File: src/rtl/mem_arb_pkg.sv
// Shared types and constants for the two-port data memory arbiter.
// Holds the FSM encoding, port identifiers and the address fault rule.
package mem_arb_pkg;

    typedef enum logic [1:0] {
        ST_IDLE   = 2'd0,
        ST_ACCESS = 2'd1,
        ST_RESP   = 2'd2
    } arb_state_t;

    localparam logic PORT_CPU  = 1'b0;
    localparam logic PORT_DMA  = 1'b1;
    localparam int   MEM_WORDS = 256;

    typedef struct packed {
        logic        we;
        logic [31:0] addr;
        logic [31:0] wdata;
    } mem_req_t;

    // Misaligned, or any bit set above the backed address range.
    function automatic logic addr_fault(input logic [31:0] addr, input int unsigned abits);
        return (addr[1:0] != 2'b00) || ((addr >> abits) != 32'd0);
    endfunction

endpackage

File: src/rtl/rr_arbiter2.sv
// Two-way round-robin pick: purely combinational, zero latency.
// A lone requester always wins; on a tie the port not granted last wins.
module rr_arbiter2
    import mem_arb_pkg::*;
(
    input  logic i_req0,
    input  logic i_req1,
    input  logic i_last,
    output logic o_grant,
    output logic o_owner
);

    always_comb begin
        o_grant = i_req0 | i_req1;
        o_owner = PORT_CPU;
        if (i_req0 && i_req1) begin
            o_owner = ~i_last;
        end else if (i_req1) begin
            o_owner = PORT_DMA;
        end
    end

endmodule

File: src/rtl/data_mem_arbiter.sv
// Shares one single-ported data memory between the CPU (port 0) and DMA (port 1).
// Latency: request seen in IDLE, memory access next cycle, ack the cycle after; losers wait holding payload.
module data_mem_arbiter
    import mem_arb_pkg::*;
#(
    parameter int ADDR_BITS = 10
) (
    input  logic        clk,
    input  logic        reset,
    input  logic        req0,
    input  logic        req1,
    input  logic        we0,
    input  logic        we1,
    input  logic [31:0] addr0,
    input  logic [31:0] addr1,
    input  logic [31:0] wdata0,
    input  logic [31:0] wdata1,
    output logic        ack0,
    output logic        ack1,
    output logic        err0,
    output logic        err1,
    output logic [31:0] rdata0,
    output logic [31:0] rdata1,
    output logic [31:0] mem_address,
    output logic [31:0] mem_write_data,
    output logic        mem_write,
    output logic        mem_read,
    input  logic [31:0] mem_read_data
);

    arb_state_t  r_state;
    arb_state_t  w_next_state;
    logic        r_last;
    logic        r_owner;
    logic        r_err;
    mem_req_t    r_req;
    logic [31:0] r_rdata;

    logic        w_grant;
    logic        w_owner;
    mem_req_t    w_sel_req;

    rr_arbiter2 u_rr (
        .i_req0  (req0),
        .i_req1  (req1),
        .i_last  (r_last),
        .o_grant (w_grant),
        .o_owner (w_owner)
    );

    always_comb begin
        w_sel_req.we    = we0;
        w_sel_req.addr  = addr0;
        w_sel_req.wdata = wdata0;
        if (w_owner == PORT_DMA) begin
            w_sel_req.we    = we1;
            w_sel_req.addr  = addr1;
            w_sel_req.wdata = wdata1;
        end
    end

    always_ff @(posedge clk) begin
        if (reset) begin
            r_state <= ST_IDLE;
        end else begin
            r_state <= w_next_state;
        end
    end

    always_comb begin
        w_next_state = r_state;
        case (r_state)
            ST_IDLE:   if (w_grant) w_next_state = ST_ACCESS;
            ST_ACCESS: w_next_state = ST_RESP;
            ST_RESP:   w_next_state = ST_IDLE;
            default:   w_next_state = ST_IDLE;
        endcase
    end

    always_ff @(posedge clk) begin
        if (reset) begin
            r_last  <= 1'b1;
            r_owner <= PORT_CPU;
            r_err   <= 1'b0;
            r_req   <= '0;
            r_rdata <= 32'd0;
        end else begin
            case (r_state)
                ST_IDLE: begin
                    if (w_grant) begin
                        r_owner <= w_owner;
                        r_req   <= w_sel_req;
                        r_err   <= addr_fault(w_sel_req.addr, ADDR_BITS);
                    end
                end
                // Writes and faulted accesses answer with zero data.
                ST_ACCESS: r_rdata <= (!r_req.we && !r_err) ? mem_read_data : 32'd0;
                ST_RESP:   r_last  <= r_owner;
                default:   ;
            endcase
        end
    end

    always_comb begin
        mem_address    = 32'd0;
        mem_write_data = 32'd0;
        mem_write      = 1'b0;
        mem_read       = 1'b0;
        ack0           = 1'b0;
        ack1           = 1'b0;
        err0           = 1'b0;
        err1           = 1'b0;
        rdata0         = 32'd0;
        rdata1         = 32'd0;
        case (r_state)
            ST_ACCESS: begin
                if (!r_err) begin
                    mem_address = r_req.addr;
                    if (r_req.we) begin
                        // A reset landing here must not corrupt memory.
                        mem_write      = !reset;
                        mem_write_data = r_req.wdata;
                    end else begin
                        mem_read = 1'b1;
                    end
                end
            end
            ST_RESP: begin
                if (r_owner == PORT_CPU) begin
                    ack0   = 1'b1;
                    err0   = r_err;
                    rdata0 = r_rdata;
                end else begin
                    ack1   = 1'b1;
                    err1   = r_err;
                    rdata1 = r_rdata;
                end
            end
            default: ;
        endcase
    end

    a_ack_onehot: assert property (@(posedge clk) disable iff (reset) !(ack0 && ack1));
    a_rw_onehot:  assert property (@(posedge clk) !(mem_write && mem_read));
    a_access_resp: assert property (@(posedge clk) disable iff (reset)
                                    (r_state == ST_ACCESS) |=> (r_state == ST_RESP));

endmodule

File: config.mk
export PLATFORM = sky130hd
export DESIGN_NAME = data_mem_arbiter
export DESIGN_NICKNAME = d
export VERILOG_FILES = /design/src/rtl/mem_arb_pkg.sv /design/src/rtl/rr_arbiter2.sv /design/src/rtl/data_mem_arbiter.sv
export SDC_FILE = /design/constraint.sdc
export NUM_CORES = 1
export LEC_CHECK = 0
export ABC_AREA = 1
export CAP_MARGIN = 20
export CORE_UTILIZATION = 39
export DETAILED_ROUTE_END_ITERATION = 10
export PLACE_DENSITY = 0.91
export RECOVER_POWER = 25
export SETUP_SLACK_MARGIN = 0.1
export SYNTH_ARGS = -nofsm -noshare
export SYNTH_HDL_FRONTEND = slang
export SYNTH_SLANG_ARGS = --single-unit
File: constraint.sdc
create_clock -name clk -period 1.95 [get_ports clk]
set_clock_uncertainty 0.05 [all_clocks]
set_input_delay 0.585 -clock clk [delete_from_list [all_inputs] [get_ports clk]]
set_output_delay 0.585 -clock clk [all_outputs]
set_load 0.03 [all_outputs]
; ---- After elaboration in Yosys (flattened, before gate mapping)
; Cells that the tools add are included.
[totals]
in_bits = 166
out_inout_bits = 134
word_cells = 52
reg_bits = 102
[op_classes]
muxes = 29
n_eq_ne = 3
reduce_logical = 10
bitwise = 2
[op_table]
columns = cell, count
row1 = 32-bit two-way mux, 10
row2 = 65-bit two-way mux, 1
row3 = 32-bit nonzero test, 1
row4 = 1-bit two-way mux, 16
row5 = 2-bit one-hot mux with 2 select lines, 1
row6 = 1-bit logical NOT, 3
row7 = 2-bit by 1-bit equality test with 1-bit output (second input constant), 1
row8 = 2-bit equality test (second input constant), 1
row9 = 1-bit logical AND, 2
row10 = 2-bit logical NOT, 1
row11 = 2-bit two-way mux, 1
row12 = 2-bit by 1-bit != test with 1-bit output (second input constant), 1
row13 = 2-bit AND reduction, 1
row14 = 2-bit nonzero test, 1
row15 = 1-bit logical OR, 1
row16 = 1-bit inverter, 1
row17 = 1-bit bitwise OR, 1

; ---- Longest topological paths before layout
; Gate-level depths: netlist (run 1).
[depth]
ltp_word = 5
mapped_depth = 11
mapped_depth_nobuf = 10

; ---- Modules after synthesis
; From an unflattened synthesis (run 1), not the netlist that was laid out.
[hier_totals]
hier_cells = 798
area_unflattened_um2 = 5154.9
[modules_own_cells]
columns = module, seq_area_each_um2, area_each_um2, cells_per_inst, instances
row1 = data_mem_arbiter, 2042.0, 5139.9, 795, 1
row2 = rr_arbiter2, 0.0, 15.0, 3, 1

; ---- Worst setup path after synthesis (run 1)
; Ideal clock, no wire load.
[synth_timing]
path_kind = reg-to-output
start = register r_state[1]
end = output port rdata0[0]
path_slack_ns = -0.513
stages_incl_launch_ff = 8
n_path_buf = 1
arrival_time_ns = 1.828
t_required_ns = 1.315
cell_sequence = dfxtp_1 > inv_1 > nor2_1 > inv_1 > nor2_1 > inv_1 > buf_1 > nor2_1
[synth_via]
elab_chain_cells = 2
[synth_lines]
columns = element, line_no
row1 = "start, declared", data_mem_arbiter.sv:31  ; arb_state_t r_state;
row2 = "start signal, assigned", data_mem_arbiter.sv:66  ; r_state <= w_next_state;
row3 = 2-bit equality test, data_mem_arbiter.sv:115  ; case (r_state)
row4 = 32-bit two-way mux, data_mem_arbiter.sv:115
row5 = "end, declared", data_mem_arbiter.sv:22  ; output logic [31:0] rdata0,
; No other way between the ends.

; ---- Final worst setup path (run 1)
[layout_timing]
start = register r_state[1]
end = output port rdata1[8]
[layout_via]
elab_chain_cells = 2
[layout_lines]
columns = element, line_no
row1 = 2-bit equality test, data_mem_arbiter.sv:115
row2 = 32-bit two-way mux, data_mem_arbiter.sv:115
row3 = "end, declared", data_mem_arbiter.sv:23  ; output logic [31:0] rdata1,
; No other way between the ends.

==> results by group, run 1 <==
Run status
  • Outcome: finished with violations
  • Failing checks: setup timing

Yosys
  • Ys async rst share: 0%
  • Flops & latches, synth: approximately 100
  • Syn_nets: 994
  • Mapped Avg Cell Area: 6.26 µm²
  • Most used DFF post-synth: dfxtp_1
  • Seq/Total Area, Yosys: ~39%
  • Distinct cells, synth: 24
  • EDFF count, synth: 0
  • Top cell type's share of synthesized area: 39.4%
  • Synth top area cells: dfxtp_1, nand2_1, nor2_1
  • Mapped Area: 5180 µm²
  • Syn Inst Count: 828
  • Yosys top cell by area: dfxtp_1
  • Most frequent cell after synthesis: nand2_1
  • Commonest cells post-synth: nand2_1, nor2_1, dfxtp_1
  • Yosys Warn Count: 0

Pwr
  • Clock group share of total power: 31.0%
  • Sw Ratio: 32.2%
  • Worst vdd ir: approximately 0.55 mV
  • Combinational fraction of design power: between 30% and 40%
  • Leak: 0.00441 µW
  • Cell Pwr Density: 586 nW/µm²
  • Net switching power: 2060 µW
  • Internal: 4350 µW
  • Part of the power in registers: 38.1%

Critical path
  • Top delay family on crit path: buffers and inverters
  • Crit path kind: reg -> out
  • CP peak stage delay: 0.35 ns
  • Critical Path RT: 1.31 ns
  • Crit Path Max Fanout: 7
  • CP Buf/Inv Count: 5
  • Critical Path Source Type: flop
  • Worst Path Arrival: around 1.6 ns
  • CP max stage cell: dfxtp_2
  • Worst setup EP type: output port
  • Cell Chain, Critical Path: inv_2, nor2_2, inv_2, nor2_4, inv_6, buf_12, nor2_4, buf_6

Floorplanning
  • # rows: 41
  • Die Span Y: ~120 µm
  • # IOs: 300
  • Core area: 12800 µm²
  • Initial Util: around two fifths
  • Die width: 117 µm
  • Die footprint: 13800 µm²

Global routing
  • Largest net degree at the start of global routing: 84
  • GRT Resource Usage Total: 30.9%
  • First-pass GRT wire length: 32500 µm
  • GRT overflow: 0
  • Vias in the first global route: 6749
  • Initial antenna violation count: 1

STA
  • Max-slew violations: 0
  • Final hold violation count: 0
  • Worst Setup Slack, final: -0.275 ns
  • Worst slew margin: 46.9%
  • Slew @ Worst Pin: 0.797 ns
  • Fin crit period: 2.22 ns
  • Final setup vio count: roughly 140
  • RSZ-0062 raised after global routing: true
  • Fmax: 450 MHz
  • Final worst-path cycle share: 114%

Placement
  • Dpl ws: -0.282 ns
  • Routability Congestion: 0.886
  • DP Wirelength: 14800 µm
  • IO Port Bufs: 299

Cells and area
  • Layout cells sized above 1: 35.6%
  • Area grow syn2layout: 111%
  • Fin util: 85.7%
  • Final #Nets: between 1000 and 1500

CTS
  • H-tree Lvls: 3
  • Clock sinks: 102
  • CTS max path bufs: 2
  • Root Buffer: clkbuf_16
  • Cts bufs inserted: 9
  • CTS tree: yes
  • Clk_lat worst skew: around 0.34 ns
  • Worst-path clk slew: 0.07 ns
  • # hold bufs at CTS: 0

Routing
  • Vias: 7460
  • Final WL: 26200 µm
  • Residual DRC: 0
  • Routed Antenna Nets: 0
  • Routed WL per cell: roughly 20 µm
  • First drt pass iteration count: 6
  • Vias per Instance: ~5.6
  • 1st-iter DRT viols: 676

Worst hold path
  • Min-Delay Path Class: reg -> reg

Job
  • # Max-Cap Violations: 0
-- layout by cell type, fill, tap and decap left out, types with 2 or more instances in the layout --
master	Yosys	layout
nand3b_1	4	4
buf_12	0	20
clkbuf_2	1	4
o21ai_0	66	66
dfxtp_1	102	98
nand2_4	1	32
inv_1	48	45
nand3_1	14	14
buf_6	2	131
dlygate4sd2_1	0	2
nor2_2	0	9
clkinv_4	0	2
nor2_4	2	125
a31oi_1	54	54
buf_16	0	5
buf_4	4	46
inv_2	4	4
dfxtp_2	0	4
bufinv_16	0	2
clkdlybuf4s50_1	0	163
nor2_1	149	17
o21ai_1	6	6
clkbuf_16	0	20
nand2_1	265	234
a21oi_1	44	44
inv_6	0	2
-- cell type report --
cell class / count / area (µm²)
clock inverter: 5 / 82.6
antenna: 1 / 2.50
fill: 635 / 1830
inverter: 53 / 219
tap: 172 / 215
clock buffer: 11 / 243
timing repair buffer: 383 / 4310
sequential: 102 / 2050
multi-input combinational: 609 / 3830
-- flip-flops by register name, indices dropped and copies added, names as in the netlist --
name     flops
r_err        1
r_last       1
r_owner      1
r_rdata     32
r_req       65
r_state      2
-- worst paths after layout --
path	end	slack [ns]	from	depth (start not counted)
max	rdata1[8]	-0.27	r_state[1]	8
min	r_rdata[27]	0.42	r_rdata[27]	2
max reg2reg	r_rdata[4]	0.08	r_state[1]	9
min reg2reg	r_rdata[27]	0.42	r_rdata[27]	2
-- tightest hold or removal path, delay by kind of cell (launching register included) --
| kind | cells | cell delay, ns |
|---|---|---|
| AOI/OAI and AO/OA | 1 | 0.06 |
| and+or+nand+nor | 1 | 0.06 |
| DFF | 1 | 0.31 |
-- power by group through the flow --
stage	Clock, µW	Sequential (µW)	Combinational [µW]
after floorplan	0	2400	822
after global placement	0	2420	1490
after detailed placement	0	2430	1520
after CTS	1980	2390	1610
after global routing	2080	2460	2100
final	1990	2440	1980
-- repair_timing --
action | CTS | global route
pin swaps | 4 | 24
endpoints found under the setup margin | 139 | 136
resized for setup | 117 | 202
cloned | 4 | 12
buffers inserted | 4 | 5
-- metal layers --
layer	track usage, %	share of wire [%]
met1	31.2	33
met5	0	0
met3	7.72	9.9
met2	57.1	51
met4	18.9	6.3
-- kinds of logic (layout without fill, tap and decap cells) --
group	count (synthesis)	count (layout)	synth area share (%)
and+or+nand+nor	438	438	33.1
other	0	1	0
AOI/OAI and AO/OA	171	171	17.9
buffers and inverters	117	452	9.58
DFF	102	102	39.4
-- metrics by stage --
stage	setup TNS [ns]	total power [µW]	hold slack [ns]	area (µm²)	cells
after floorplan	-2.67	3220	0.394	5830	828
after global placement	-12.04	3920	0.401	9000	1294
after detailed placement	-13.76	3960	0.405	9000	1294
after CTS	-21.21	5980	0.416	9880	1318
after global routing	-38.32	6640	0.449	10900	1336
final	-29.31	6410	0.421	10900	1336
(Power assumes the default switching activity.)
==> run 2, diff against run 1 <==
==> constraint.sdc (replaced) <==
create_clock -name clk -period 2.26 [get_ports clk]
set_clock_uncertainty 0.05 [all_clocks]
set_input_delay 0.678 -clock clk [delete_from_list [all_inputs] [get_ports clk]]
set_output_delay 0.678 -clock clk [all_outputs]
set_load 0.03 [all_outputs]
==> run 2 against run 1 <==
Against the previous run:
- combinational power decreased by 12%
- cell area fell by 0.57%
- sequential share of layout area increased by 0.096 points
- routed wire length grew 12%
- non-clock buffer count is 5 higher
- the flow still finishes with violations (setup timing)
- register-to-register slack got worse by 0.20 ns
- critical path depth unchanged
- critical path type unchanged
- sequential cell count unchanged
==> results by group, run 2 (synthesis results as in run 1) <==
Global routing
  • Largest net degree at the start of global routing: 87 (+3.6%)
  • GRT Resource Usage Total: 32.9% (+2.0 points)
  • GRT overflow: 0 (unchanged)
  • Initial antenna violation count: 0 (-1)
  • First-pass GRT wire length: 34100 µm (+5.0%)
  • Vias in the first global route: 6464 (-4.2%)

Floorplanning
  • # IOs: 300 (unchanged)
  • Initial Util: 40.6% (unchanged)
  • Core area: 12800 µm² (unchanged)
  • Die Span Y: 117 µm (unchanged)
  • Die footprint: 13800 µm² (unchanged)
  • Die width: 117 µm (unchanged)
  • # rows: 41 (unchanged)

Critical path
  • Worst setup EP type: output port
  • Crit path kind: reg -> out
  • Critical Path RT: 1.53 ns (+0.22 ns)
  • Cell Chain, Critical Path: inv_2, nor2_4, inv_2, nor2_4, inv_6, buf_16, nor2_4, buf_6
  • CP peak stage delay: 0.35 ns (about the same)
  • Worst Path Arrival: 1.74 ns (+0.15 ns)
  • Crit Path Max Fanout: 8 (+1)
  • Cell seen most often among critical-path stages: nor2_4
  • CP max stage cell: dfxtp_2
  • Critical Path Source Type: flop

CTS
  • H-tree Lvls: 3 (unchanged)
  • CTS tree: yes
  • Worst-path clk slew: 0.08 ns (about the same)
  • Root Buffer: clkbuf_16
  • Clk_lat worst skew: 0.35 ns (about the same)
  • # hold bufs at CTS: 0 (unchanged)
  • Clock sinks: 102 (unchanged)
  • Cts bufs inserted: 9 (unchanged)
  • CTS max path bufs: 2 (unchanged)

STA
  • Worst slew margin: 60.6% (+14 points)
  • Final worst-path cycle share: 109%
  • Worst Hold Margin: 0.417 ns (-0.00466 ns)
  • Final hold violation count: 0 (unchanged)
  • Slew @ Worst Pin: 0.591 ns (-0.207 ns)
  • Fin crit period: 2.47 ns
  • Max-slew violations: 0 (unchanged)
  • Worst Setup Slack, final: -0.212 ns (+0.0623 ns)
  • Fmax: 404 MHz
  • Final setup vio count: 127 (-8.6%)
  • RSZ-0062 raised after global routing: true
  • Fin Setup TNS: -9.74 ns (+19.56 ns)

Routing
  • 1st-iter DRT viols: 957 (+42%)
  • Residual DRC: 0 (unchanged)
  • Routed Antenna Nets: 0 (unchanged)
  • Vias: 7645 (+2.5%)
  • Vias per Instance: 5.70 (+2.1%)
  • First drt pass iteration count: 8 (+2)
  • Routed WL per cell: 21.9 µm (+12%)
  • Final WL: 29400 µm (+12%)

Placement
  • Dpl ws: -0.0945 ns (+0.188 ns)
  • IO Port Bufs: 299 (unchanged)
  • Placed insts: 1286 (-0.62%)
  • Routability Congestion: 0.824 (-7.0%)
  • DP Wirelength: 14100 µm (-4.8%)

Pwr
  • Sw Ratio: 33.2% (+0.96 points)
  • Combinational fraction of design power: 32.1% (+1.3 points)
  • Net switching power: 1800 µW (-13%)
  • Leak: 0.00432 µW (-2.1%)
  • Cell Pwr Density: 500 nW/µm² (-15%)
  • Worst vdd ir: 0.505 mV (-7.9%)
  • Internal: 3640 µW (-16%)
  • Part of the power in registers: 38.7% (+0.6 points)
  • Clock group share of total power: 29.2% (-1.8 points)

Cells and area
  • Area of the multi-input gates: 3750 µm² (-2.0%)
  • Largest regs: r_req: 65 flops, r_rdata: 32 flops, r_state: 2 flops
  • Filler cells: 613 (-3.5%)
  • Biggest register: r_req
  • Largest register FFs: 65 (unchanged)
  • Most frequent cells in the layout: nand2_1, clkdlybuf4s50_1, nor2_4, buf_6, dfxtp_1
  • Area grow syn2layout: 110%
  • Final #Nets: 1329 (+0.38%)
  • Final non-filler cell total: 1341 (+0.37%)
  • Reg area: 2050 µm² (about the same)
  • Most common cell after layout, fill and taps aside: nand2_1
  • Layout cells sized above 1: 34.6% (-0.98 points)

Run status
  • Outcome: finished with violations
  • Failing checks: setup timing

Job
  • # Max-Cap Violations: 0 (unchanged)

Worst hold path
  • Min-Delay Path Class: reg -> reg
==> run 2: changes by cell type in the layout (fill, tap and decap cells not counted), sizes merged, moves of 2 or more <==
cell,before,now
clkinv,3,5
clkbuf,27,19
inv,53,50
buf,202,214
==> run 2: repair_timing <==
action                     4_1_cts  5_1_grt
pin swaps                        5       26
buffers inserted                 4       20
cloned                           4       10
gates resized for setup        118      217
setup endpoints to repair      104      133
==> run 2: power by group through the flow <==
stage	sequential, µW	combinational [µW]	clock (µW)
floorplan	2070	682	0
global placement	2080	1240	0
detailed placement	2090	1260	0
CTS	2050	1330	1590
global route	2120	1840	1670
finish	2110	1750	1590
==> run 2: per-stage QoR <==
step,total power (µW),cell area (µm²),utilization (%)
floorplan,2750,5660,-
global placement,3330,8780,68.7
detailed placement,3350,8780,68.7
CTS,4970,9620,75.3
global route,5630,10900,85.2
finish,5440,10900,85.2
==> run 2: path summary, 6_finish.rpt <==
check | cells past startpoint | from | end | slack [ns]
max | 8 | r_state[1] | rdata0[9] | -0.21
min | 2 | r_rdata[28] | r_rdata[28] | 0.42
max reg2reg | 8 | r_state[1] | r_rdata[7] | -0.12
min reg2reg | 2 | r_rdata[28] | r_rdata[28] | 0.42
==> run 2: final cells by class <==
class	instances	share of cell area [%]
antenna	2	0.0460
clock buffer	11	2.23
clock inverter	4	0.437
inverter	53	1.97
multi-input combinational	609	34.5
sequential	102	18.8
tap	172	1.98
timing repair buffer	388	40.1
==> run 2: critical path, delay by kind of cell, from the launching register on <==
family / cells / cell delay [ns]
buffers and inverters: 5 / 0.57
flip-flops: 1 / 0.35
AND/OR/NAND/NOR: 3 / 0.47
==> run 2: layer usage <==
layer  up-vias  part of all wire (%)  global-route usage [%]  wire length [µm]
met5         -                  0.35                       0               104
met4         4                   7.4                    24.6              2190
met3       209                    12                    12.3              3650
met2       592                    47                    55.5             13800
met1      3518                    33                    33.4              9710
li1       3322                     -                       -                 -
